$ cat config.mk
export PLATFORM = sky130hd
export DESIGN_NAME = trace_fifo
export DESIGN_NICKNAME = d
export VERILOG_FILES = /design/src/rtl/trace_fifo.sv
export SDC_FILE = /design/constraint.sdc
export NUM_CORES = 1
export LEC_CHECK = 0
export ABC_AREA = 0
export CORE_UTILIZATION = 45
export DETAILED_ROUTE_END_ITERATION = 8
export REMOVE_ABC_BUFFERS = 1
export SYNTH_ARGS = -nofsm -noshare
export SYNTH_HDL_FRONTEND = slang
export SYNTH_SLANG_ARGS = --single-unit
export TNS_END_PERCENT = 20
$ cat constraint.sdc
create_clock -name clk_i -period 13.9 [get_ports clk_i]
set_input_delay 2.78 -clock clk_i [delete_from_list [all_inputs] [get_ports clk_i]]
set_output_delay 2.78 -clock clk_i [all_outputs]
set_load 0.05 [all_outputs]
$ cat src/rtl/trace_fifo.sv
// Trace word buffer: first-word-fall-through FIFO between the tracer strobe and a
// valid/ready export sink, with drop accounting and peak-occupancy tracking.
module trace_fifo #(
  parameter int TRACE_WIDTH = 128,
  parameter int DEPTH       = 16,
  parameter int CNT_WIDTH   = 16
) (
  input  logic                       clk_i,
  input  logic                       rst_i,
  input  logic                       trace_valid_i,
  input  logic [TRACE_WIDTH-1:0]     trace_i,
  input  logic                       flush_i,
  output logic                       out_valid_o,
  input  logic                       out_ready_i,
  output logic [TRACE_WIDTH-1:0]     out_data_o,
  output logic [$clog2(DEPTH):0]     level_o,
  output logic                       full_o,
  output logic [$clog2(DEPTH):0]     high_water_o,
  output logic                       overflow_o,
  output logic [CNT_WIDTH-1:0]       drop_count_o
);

  localparam int AW = $clog2(DEPTH);
  localparam int PW = AW + 1;

  logic [TRACE_WIDTH-1:0] mem [DEPTH];
  logic [PW-1:0]          wr_ptr;
  logic [PW-1:0]          rd_ptr;
  logic [PW-1:0]          level;
  logic [PW-1:0]          level_nxt;
  logic [PW-1:0]          high_water;
  logic [CNT_WIDTH-1:0]   drop_count;
  logic                   overflow;
  logic                   empty;
  logic                   full;
  logic                   pop;
  logic                   push;
  logic                   drop;

  // Extra pointer MSB distinguishes full from empty when the index bits match.
  assign empty = (wr_ptr == rd_ptr);
  assign full  = (wr_ptr[AW-1:0] == rd_ptr[AW-1:0]) && (wr_ptr[AW] != rd_ptr[AW]);

  assign pop  = !empty && out_ready_i;
  assign push = trace_valid_i && (!full || pop) && !flush_i;
  assign drop = trace_valid_i && full && !pop && !flush_i;

  always_comb begin
    level_nxt = level;
    if (flush_i)
      level_nxt = '0;
    else if (push && !pop)
      level_nxt = level + PW'(1);
    else if (pop && !push)
      level_nxt = level - PW'(1);
  end

  always_ff @(posedge clk_i or posedge rst_i) begin
    if (rst_i) begin
      wr_ptr     <= '0;
      rd_ptr     <= '0;
      level      <= '0;
      high_water <= '0;
      drop_count <= '0;
      overflow   <= 1'b0;
    end else begin
      level <= level_nxt;
      if (level_nxt > high_water)
        high_water <= level_nxt;
      if (flush_i) begin
        wr_ptr <= '0;
        rd_ptr <= '0;
      end else begin
        if (push)
          wr_ptr <= wr_ptr + PW'(1);
        if (pop)
          rd_ptr <= rd_ptr + PW'(1);
      end
      if (drop) begin
        overflow <= 1'b1;
        if (drop_count != '1)
          drop_count <= drop_count + CNT_WIDTH'(1);
      end
    end
  end

  // Storage is deliberately left out of reset; out_valid_o gates its contents.
  always_ff @(posedge clk_i) begin
    if (push)
      mem[wr_ptr[AW-1:0]] <= trace_i;
  end

  assign out_valid_o  = !empty;
  assign out_data_o   = mem[rd_ptr[AW-1:0]];
  assign level_o      = level;
  assign full_o       = full;
  assign high_water_o = high_water;
  assign overflow_o   = overflow;
  assign drop_count_o = drop_count;

endmodule
==> impl_metrics.py <==
metrics = {
    "cts": {
        "path_clk_slew_ps": 60,
        "htreeDepth": 4,
        "cts_buffers": 213,
        "cts_setup_buffers": 0,
        "cts.repair.resized": 0,
        "clock-root-buffer": "clkbuf_16",
        "hold_buffers": 0,
        "clkSinkCount": 2085,
        "insertion_delay_ps": 840,
        "cts_tree": "done",
        "cts_buffer_depth": 3,
    },
    "setup_path": {
        "required_ps": 11120,
        "worst_setup_path_end_kind": "primary output",
        "worst-path-max-fanout": 44,
        "crit_path_start_kind": "flip-flop",
        "path_class": "reg2out",
        "arrival_ps": 5530,
    },
    "route": {
        "drtAntennaViolNets": 0,
        "drt_iter0_drc": 3069,
        "top_layer": "met5",
        "route.detailed.drc": 0,
        "met3WireLength_mm": 7.73,
        "wl_mm": 177,
        "via_per_inst": 5.69,
        "post_drt_wl_per_cell_microns": 27.6,
        "firstDrtPassIters": 5,
        "wl_met1_mm": 76.6,
        "vias": 36415,
        "routed-wl-met2_mm": 88.5,
    },
    "grt": {
        "antenna_found_initial": 23,
        "grt_pass1_vias": 38326,
        "grt_max_degree": 124,
        "grt_overflow": 0,
        "globalRouteTotalUtil_pct": 20.0,
        "grt_first_pass_wirelength_mm": 260,
    },
    "synth": {
        "synth_edf_count": 2048,
        "synth_seq_cells": 2085,
        "ys_warn_count": 0,
        "netlist_area_sq_um": 79800,
        "async_flop_share_pct": 1.77,
        "ys.flop_type": "edfxtp_1",
        "synth-seq-area-share_pct": 78.3,
        "synth_cells": 3495,
        "yosysUniqueCellTypes": 46,
        "syn_area_per_cell_sq_um": 22.8,
    },
    "finish": {
        "area.growth.synth_to_final_pct": 15.9,
        "drive_above_1_share_pct": 22.5,
        "final-instance-count-excl-fill": 6396,
        "fin_nets": 4021,
        "seq_area_sq_um": 62400,
        "n_fill_cell": 13674,
        "multi_input_area_sq_um": 16500,
        "fin_util_pct": 52.5,
    },
    "place": {
        "port_buffers": 289,
        "dp_hpwl_mm": 85.7,
        "place_inst": 6000,
        "dp_slack_ps": 6310,
        "gp_congestion": 0.719,
    },
    "power": {
        "power_leakage_nw": 27.9,
        "ir_drop_uv": 120,
        "power_density_nw_per_um2": 158,
    },
    "die": {
        "fp.coreArea_sq_um": 176000,
        "fp.dieW_microns": 423,
        "die_y_microns": 423,
        "dieArea_sq_um": 179000,
        "io-pin-count": 290,
        "start_util_pct": 45.3,
        "rows": 154,
    },
    "sta": {
        "slew_headroom_pct": 29.1,
        "layout_setup_ws_ps": 5590,
        "tns_ps": 0,
        "hold_viol": 0,
        "clock_skew_ps": 32.7,
        "period_needed_ps": 8310,
        "final_max_slew_viol_count": 0,
        "tightest_slew_ps": 1060,
        "finalSetupViolations": 0,
        "rsz0062_at_grt": "false",
        "fin_crit_sh_pct": 59.8,
        "max_freq_mhz": 120,
    },
    "job": {
        "drv_cap": 0,
    },
    "hold_path": {
        "min_path_type": "reg2reg",
    },
    "outcome": {
        "status": "finished clean",
    },
}
[per-stage QoR]
step / power [W] / area, sq um / hold WS [ps]
floorplan: 0.00944 / 78900 / 589
global placement: 0.00918 / 85600 / 471
detailed placement: 0.00919 / 85600 / 480
CTS: 0.0148 / 92400 / 494
global route: 0.0151 / 92400 / 519
finish: 0.0146 / 92400 / 483
[worst paths after layout]
kind,end,start,slack (ps),cells after the start
max,out_data_o[52],rd_ptr[0]$_DFFE_PP0P_,5590,7
min,overflow_o$_DFFE_PP0P_,overflow_o$_DFFE_PP0P_,480,1
max reg2reg,mem[4][5]$_DFFE_PP_,rd_ptr[1]$_DFFE_PP0P_,8370,8
min reg2reg,overflow_o$_DFFE_PP0P_,overflow_o$_DFFE_PP0P_,480,1
max in group asynchronous,rd_ptr[1]$_DFFE_PP0P_,rst_i,11160,3
min in group asynchronous,high_water_o[2]$_DFFE_PP0N_,rst_i,2360,3
[cell type report]
type / count / area share [%]
sequential: 2085 / 67.6
multi-input combinational: 1201 / 17.9
clock buffer: 271 / 6.12
timing repair buffer: 358 / 3.89
tap: 2340 / 3.17
clock inverter: 119 / 1.31
inverter: 16 / 0.0650
antenna: 6 / 0.0162
[worst max-delay path, stage by stage (launching register included)]
cell and delay [ps]:
dfrtp_4 1040, buf_4 830, buf_4 810, mux4_2 590, nor2b_1 140, a211oi_1 270
a21oi_1 70, clkdlybuf4s50_1 810
[report_power, final]
group | total (W) | internal, W | switching (W)
sequential | 0.00701 | 0.00696 | 0.0000467
combinational | 0.00200 | 0.000880 | 0.00112
clock | 0.00559 | 0.00323 | 0.00236
[registers in the layout, summed over array words and instances, names as in the netlist]
signal        count
drop_count_o     16
high_water_o      5
level_o           5
mem            2048
overflow_o        1
rd_ptr            5
wr_ptr            5
[routing by layer]
metal  vias up  track usage [%]
li1      15581                -
met1     19751             27.4
met2       812             33.1
met3       259             3.33
met4        12             5.40
met5         -                0
[cells in the mapped netlist (11+ instances only)]
cell type	n	area (sq um)
xnor2_1	12	105
clkbuf_1	111	417
mux4_2	512	11500
nor2_1	36	135
ha_1	13	163
a211oi_1	128	961
xor2_1	18	158
inv_1	16	60.1
nor2b_1	130	813
nand2_1	19	71.3
dfrtp_1	37	926
buf_4	11	82.6
mux2i_1	129	1290
edfxtp_1	2048	61500
a21oi_1	132	661
buf_2	68	340
nor3_1	11	55.1
[cell usage in the layout (no fill, tap or decap), types with 13 or more instances in the layout]
| cell | count |
|---|---|
| clkinv_1 | 40 |
| clkbuf_1 | 52 |
| clkdlybuf4s50_1 | 289 |
| inv_1 | 16 |
| a211oi_1 | 128 |
| buf_4 | 54 |
| edfxtp_1 | 2048 |
| nand2_1 | 19 |
| xor2_1 | 18 |
| nor2_1 | 24 |
| mux2i_1 | 129 |
| bufinv_16 | 19 |
| clkinv_2 | 37 |
| nor2b_1 | 130 |
| a21oi_1 | 132 |
| ha_1 | 13 |
| clkbuf_16 | 217 |
| buf_12 | 15 |
| mux4_2 | 512 |
| dfrtp_1 | 33 |
[logic make-up (layout without fill, tap and decap cells)]
group / after synthesis / count (layout) / share of synthesized area, %
compound gates: 281 / 281 / 2.24
xor+xnor: 33 / 33 / 0.391
fa+ha+maj: 13 / 13 / 0.204
buf+inv: 209 / 764 / 1.16
flops: 2085 / 2085 / 78.3
mux: 644 / 644 / 16.1
other cells: 0 / 6 / 0
simple gates: 230 / 230 / 1.63
Power figures use the tool's default switching activity.
